**config.mk**
```make
export PLATFORM = sky130hd
export DESIGN_NAME = mnist_input_binarizer
export DESIGN_NICKNAME = d
export VERILOG_FILES = /design/src/rtl/mnist_input_binarizer.sv
export SDC_FILE = /design/constraint.sdc
export NUM_CORES = 2
export LEC_CHECK = 0
export ABC_AREA = 1
export CAP_MARGIN = 0
export CORE_AREA = 2 2 316 318
export CTS_CLUSTER_DIAMETER = 30
export DETAILED_ROUTE_END_ITERATION = 6
export DIE_AREA = 0 0 318 320
export GPL_TIMING_DRIVEN = 1
export MAX_ROUTING_LAYER = met4
export REMOVE_ABC_BUFFERS = 1
export SYNTH_ARGS = -nofsm -noshare
export SYNTH_HDL_FRONTEND = slang
export SYNTH_SLANG_ARGS = --single-unit
```
**constraint.sdc**
```tcl
create_clock -name clk -period 5.3 [get_ports clk]
set_clock_uncertainty 0.15 [all_clocks]
set_input_delay 1.325 -clock clk [delete_from_list [all_inputs] [get_ports clk]]
set_output_delay 1.325 -clock clk [all_outputs]
set_load 0.005 [all_outputs]
```
**src/rtl/mnist_input_binarizer.sv**
```systemverilog
// mnist_input_binarizer: thresholds an 8-bit pixel stream and packs each frame into one bit vector
module mnist_input_binarizer #(
  parameter int NUM_PIXELS = 784,
  parameter int PIXEL_W = 8,
  parameter int THRESHOLD = 128,
  parameter int CNT_W = 16
) (
  input  logic                  clk,
  input  logic                  rst,
  input  logic                  s_valid,
  output logic                  s_ready,
  input  logic [PIXEL_W-1:0]    s_data,
  input  logic                  s_last,
  output logic                  m_valid,
  input  logic                  m_ready,
  output logic [NUM_PIXELS-1:0] m_data,
  output logic                  err_len,
  output logic [CNT_W-1:0]      frame_cnt
);
  localparam int pw = $clog2(NUM_PIXELS);
  localparam logic [pw-1:0] last_idx = pw'(NUM_PIXELS - 1);
  typedef enum logic [1:0] {FILL, HOLD, DRAIN} state_t;
  state_t state;
  logic [pw-1:0] pix_cnt;
  logic drain_pend;
  logic [NUM_PIXELS-1:0] frame_buf;
  logic acc;
  logic bit_in;
  logic at_end;
  assign acc = s_valid && s_ready;
  assign bit_in = s_data >= PIXEL_W'(THRESHOLD);
  assign at_end = pix_cnt == last_idx;
  assign m_data = frame_buf;
  always_ff @(posedge clk) begin
    if (rst) begin
      state <= FILL;
      s_ready <= 1'b0;
      m_valid <= 1'b0;
      frame_buf <= '0;
      err_len <= 1'b0;
      frame_cnt <= '0;
      pix_cnt <= '0;
      drain_pend <= 1'b0;
    end else begin
      err_len <= 1'b0;
      case (state)
        FILL: begin
          s_ready <= 1'b1;
          if (acc) begin
            frame_buf[pix_cnt] <= bit_in;
            pix_cnt <= (at_end || s_last) ? '0 : pix_cnt + 1'b1;
            err_len <= at_end != s_last;
            if (at_end) begin
              state <= HOLD;
              s_ready <= 1'b0;
              m_valid <= 1'b1;
              drain_pend <= !s_last;
            end
          end
        end
        HOLD: begin
          if (m_ready) begin
            m_valid <= 1'b0;
            frame_cnt <= frame_cnt + 1'b1;
            drain_pend <= 1'b0;
            state <= drain_pend ? DRAIN : FILL;
            s_ready <= 1'b1;
          end
        end
        DRAIN: begin
          if (acc && s_last) state <= FILL;
        end
        default: state <= FILL;
      endcase
    end
  end
endmodule

```
==> key figures <==
Outcome
  • Status: completed

Job
  • Max cap viols: 0

Routing
  • Wire length per cell: roughly 26 um
  • Routed Wire Length: 166,000 um
  • DRC errors left: 0
  • Post-DR vias/cell: 5.56
  • Routed vias: 35,200
  • Initial DRT Pass Iterations: 5
  • Final ANT Viol Nets: 0
  • DRT iter0 DRCs: 4,295

Clock network
  • H-tree depth: 4
  • TritonCTS clock tree: yes
  • Postcts setup bufs: 0
  • # hold bufs at CTS: 0
  • Longest Clk Path Bufs: 3
  • Num CTS Buffers: approximately 190
  • CTS resizes: 0
  • Worst skew pair latency: between 700 and 800 ps
  • Clock-pin slew on the worst setup and hold paths: about 40 ps
  • Root Driver: clkbuf_16
  • CTS sink cnt: ~820

Setup path
  • Startpoint Class: flop
  • Largest fanout on the critical path: 27
  • Reg2Reg Setup Slack: 1640 ps
  • Setup CP Type: reg2reg
  • Critical Path RT: 5830 ps
  • Arrival time worst endpoint: roughly 4200 ps
  • Reg2reg end: m_data[597]
  • Reg2Reg Depth: 7
  • Crit path capture type: flop
  • FF-to-FF Start: pix_cnt[9]

STA
  • Count of pins over their slew limit: 0
  • Fmax: 273 MHz
  • Finish-stage setup viols: 0
  • Fin. Hold Viols: 0
  • Final Hold Slack: 293 ps
  • Pin slew with the least headroom to its limit: 1240 ps
  • Crit share post-route: 0.690
  • Slew headroom: 0.170
  • RSZ-0062 raised after global routing: false
  • Setup WS post-layout: 1640 ps
  • Fin crit period: 3660 ps

Finish
  • Cell area after layout: 47,800 um^2
  • Sequential cell area: 16,300 um^2
  • Nets: 4,897
  • Fillers: 9,329
  • P&R area growth vs syn: 47.8%
  • Fraction of layout cells with a size suffix above 1: 0.103
  • Most frequent cells in the layout: nor3_1 (1,073), dfxtp_1 (816), clkdlybuf4s50_1 (806)
  • Multi-input logic area: 13,900 um^2
  • Most common cell after layout, fill and taps aside: nor3_1

Placed design
  • Post-DP HPWL: 97,700 um
  • Pre-CTS setup slack: roughly 1000 ps
  • Cell Area, Placed: 41,100 um^2
  • Routability cong.: between 0.8 and 0.9
  • PortBufs: 808

Synthesis
  • Ys async rst share: 0
  • EDFF count, synth: 0
  • Post-synth top area cell: dfxtp_1
  • Synth area leaders: dfxtp_1 (50%), nor3_1 (17%), a21oi_1 (12%)
  • Mapped Cells: roughly 4,200
  • FF+latch count, synth: 816
  • Synth cell types: 29
  • Synthesized area: 32,300 um^2
  • Synth warn: 0
  • Sequential fraction of the synthesis area: 0.505
  • Top FF cell, synth: dfxtp_1
  • Syn Area/Cell: 7.63 um^2
  • Top cell type's share of synthesized area: 0.505

Worst hold path
  • Hold EP: m_data[783]
  • Worst min path class: reg2reg
  • Hold depth: 2
  • HP Start: m_data[783]

Floorplan
  • Initial core utilization: 0.330
  • Die width: about 320 um
  • Die height: 320 um
  • Row cnt: 115
  • Core area: 98,000 um^2
  • Full die area: 102,000 um^2
  • I/O pin cnt: 816

GRT
  • Vias in the first global route: 32,400
  • Total gr overflow: 0
  • Antenna violations before repair: 4
  • Global-route usage over all layers: 0.318
  • Largest net degree at the start of global routing: 184
  • First-pass GRT wire length: 233,000 um

Power
  • Static Leak: 16.4 nW
  • Total power: 18.6 mW
  • Pwr dens: between 300 and 400 nW/um^2
  • IR drop worst, VDD: between 0.2 and 0.3 mV
[report_power, final]
group / leakage, nW / switching, mW / total [mW] / internal, mW
clock network: 3.31 / 3.83 / 12.1 / 8.32
logic: 6.53 / 0.283 / 0.338 / 0.0550
registers: 6.57 / 0.00228 / 6.16 / 6.16
[metrics by stage]
stage                     std cells  TNS, ps   util
after global placement         5970        0  0.419
after global routing           6325        0  0.488
after detailed placement       5970        0  0.419
final                          6325        0  0.488
after CTS                      6321        0  0.488
after floorplan                3784   -11480      -
[layout make-up]
type | instances | share of cell area
clock inverters | 84 | 0.0241
diodes | 4 | 0.000209
repair buffers | 899 | 0.185
inverters | 95 | 0.00775
well taps | 1287 | 0.0337
flip-flops and latches | 816 | 0.342
clock buffers | 267 | 0.117
multi-input cells | 2873 | 0.290
[critical path, cell delays in order, from the launching register on]
cell and delay [ps]:
dfxtp_1 420, nand2_1 140, nor2_1 330, nand2_2 720, inv_2 1060, buf_4 420, a21oi_1 110, nor3_1 180
[logic make-up after synthesis]
group,count (synthesis),share of synthesized area
DFF,816,0.505
AOI/OAI and AO/OA,848,0.132
xor gates and xnor gates,2,0.000542
buffers and inverters,553,0.0702
adders and majority gates,6,0.00232
and+or+nand+nor,2017,0.290
[registers in the layout, summed over array words and instances (netlist names)]
signal      count
err_len         1
m_data        784
m_valid         1
state           2
s_ready         1
pix_cnt        10
drain_pend      1
frame_cnt      16
[synth_stat cells, types with 3 or more instances]
cell / instances
inv_1: 70
buf_4: 9
nand4_1: 11
nand2_1: 304
ha_1: 6
inv_2: 20
nand2_2: 3
nor3_1: 1074
dfxtp_1: 816
nor2_2: 19
nand3_1: 245
clkinv_1: 5
nand3_2: 5
clkbuf_1: 300
o21ai_0: 81
a21oi_1: 760
buf_1: 19
buf_2: 130
nor2_1: 348
nor3_2: 5
[per-layer routing]
layer	up-vias	GRT usage	routed length, um
met4	0	0.163	8290
met1	16800	0.391	67900
met5	-	-	0
li1	16000	-	-
met2	2003	0.468	73200
met3	418	0.0984	16500
[how the worst max path moves through the flow]
stage | start | endpoint | cells after the start
2_1_floorplan | rst | pix_cnt[4] | 5
3_3_place_gp | s_valid | m_data[723] | 8
3_5_place_dp | s_valid | m_data[499] | 8
4_1_cts | pix_cnt[7] | m_data[230] | 8
5_1_grt | pix_cnt[9] | m_data[597] | 7
6_report | pix_cnt[9] | m_data[597] | 7
Power figures use the tool's default switching activity.
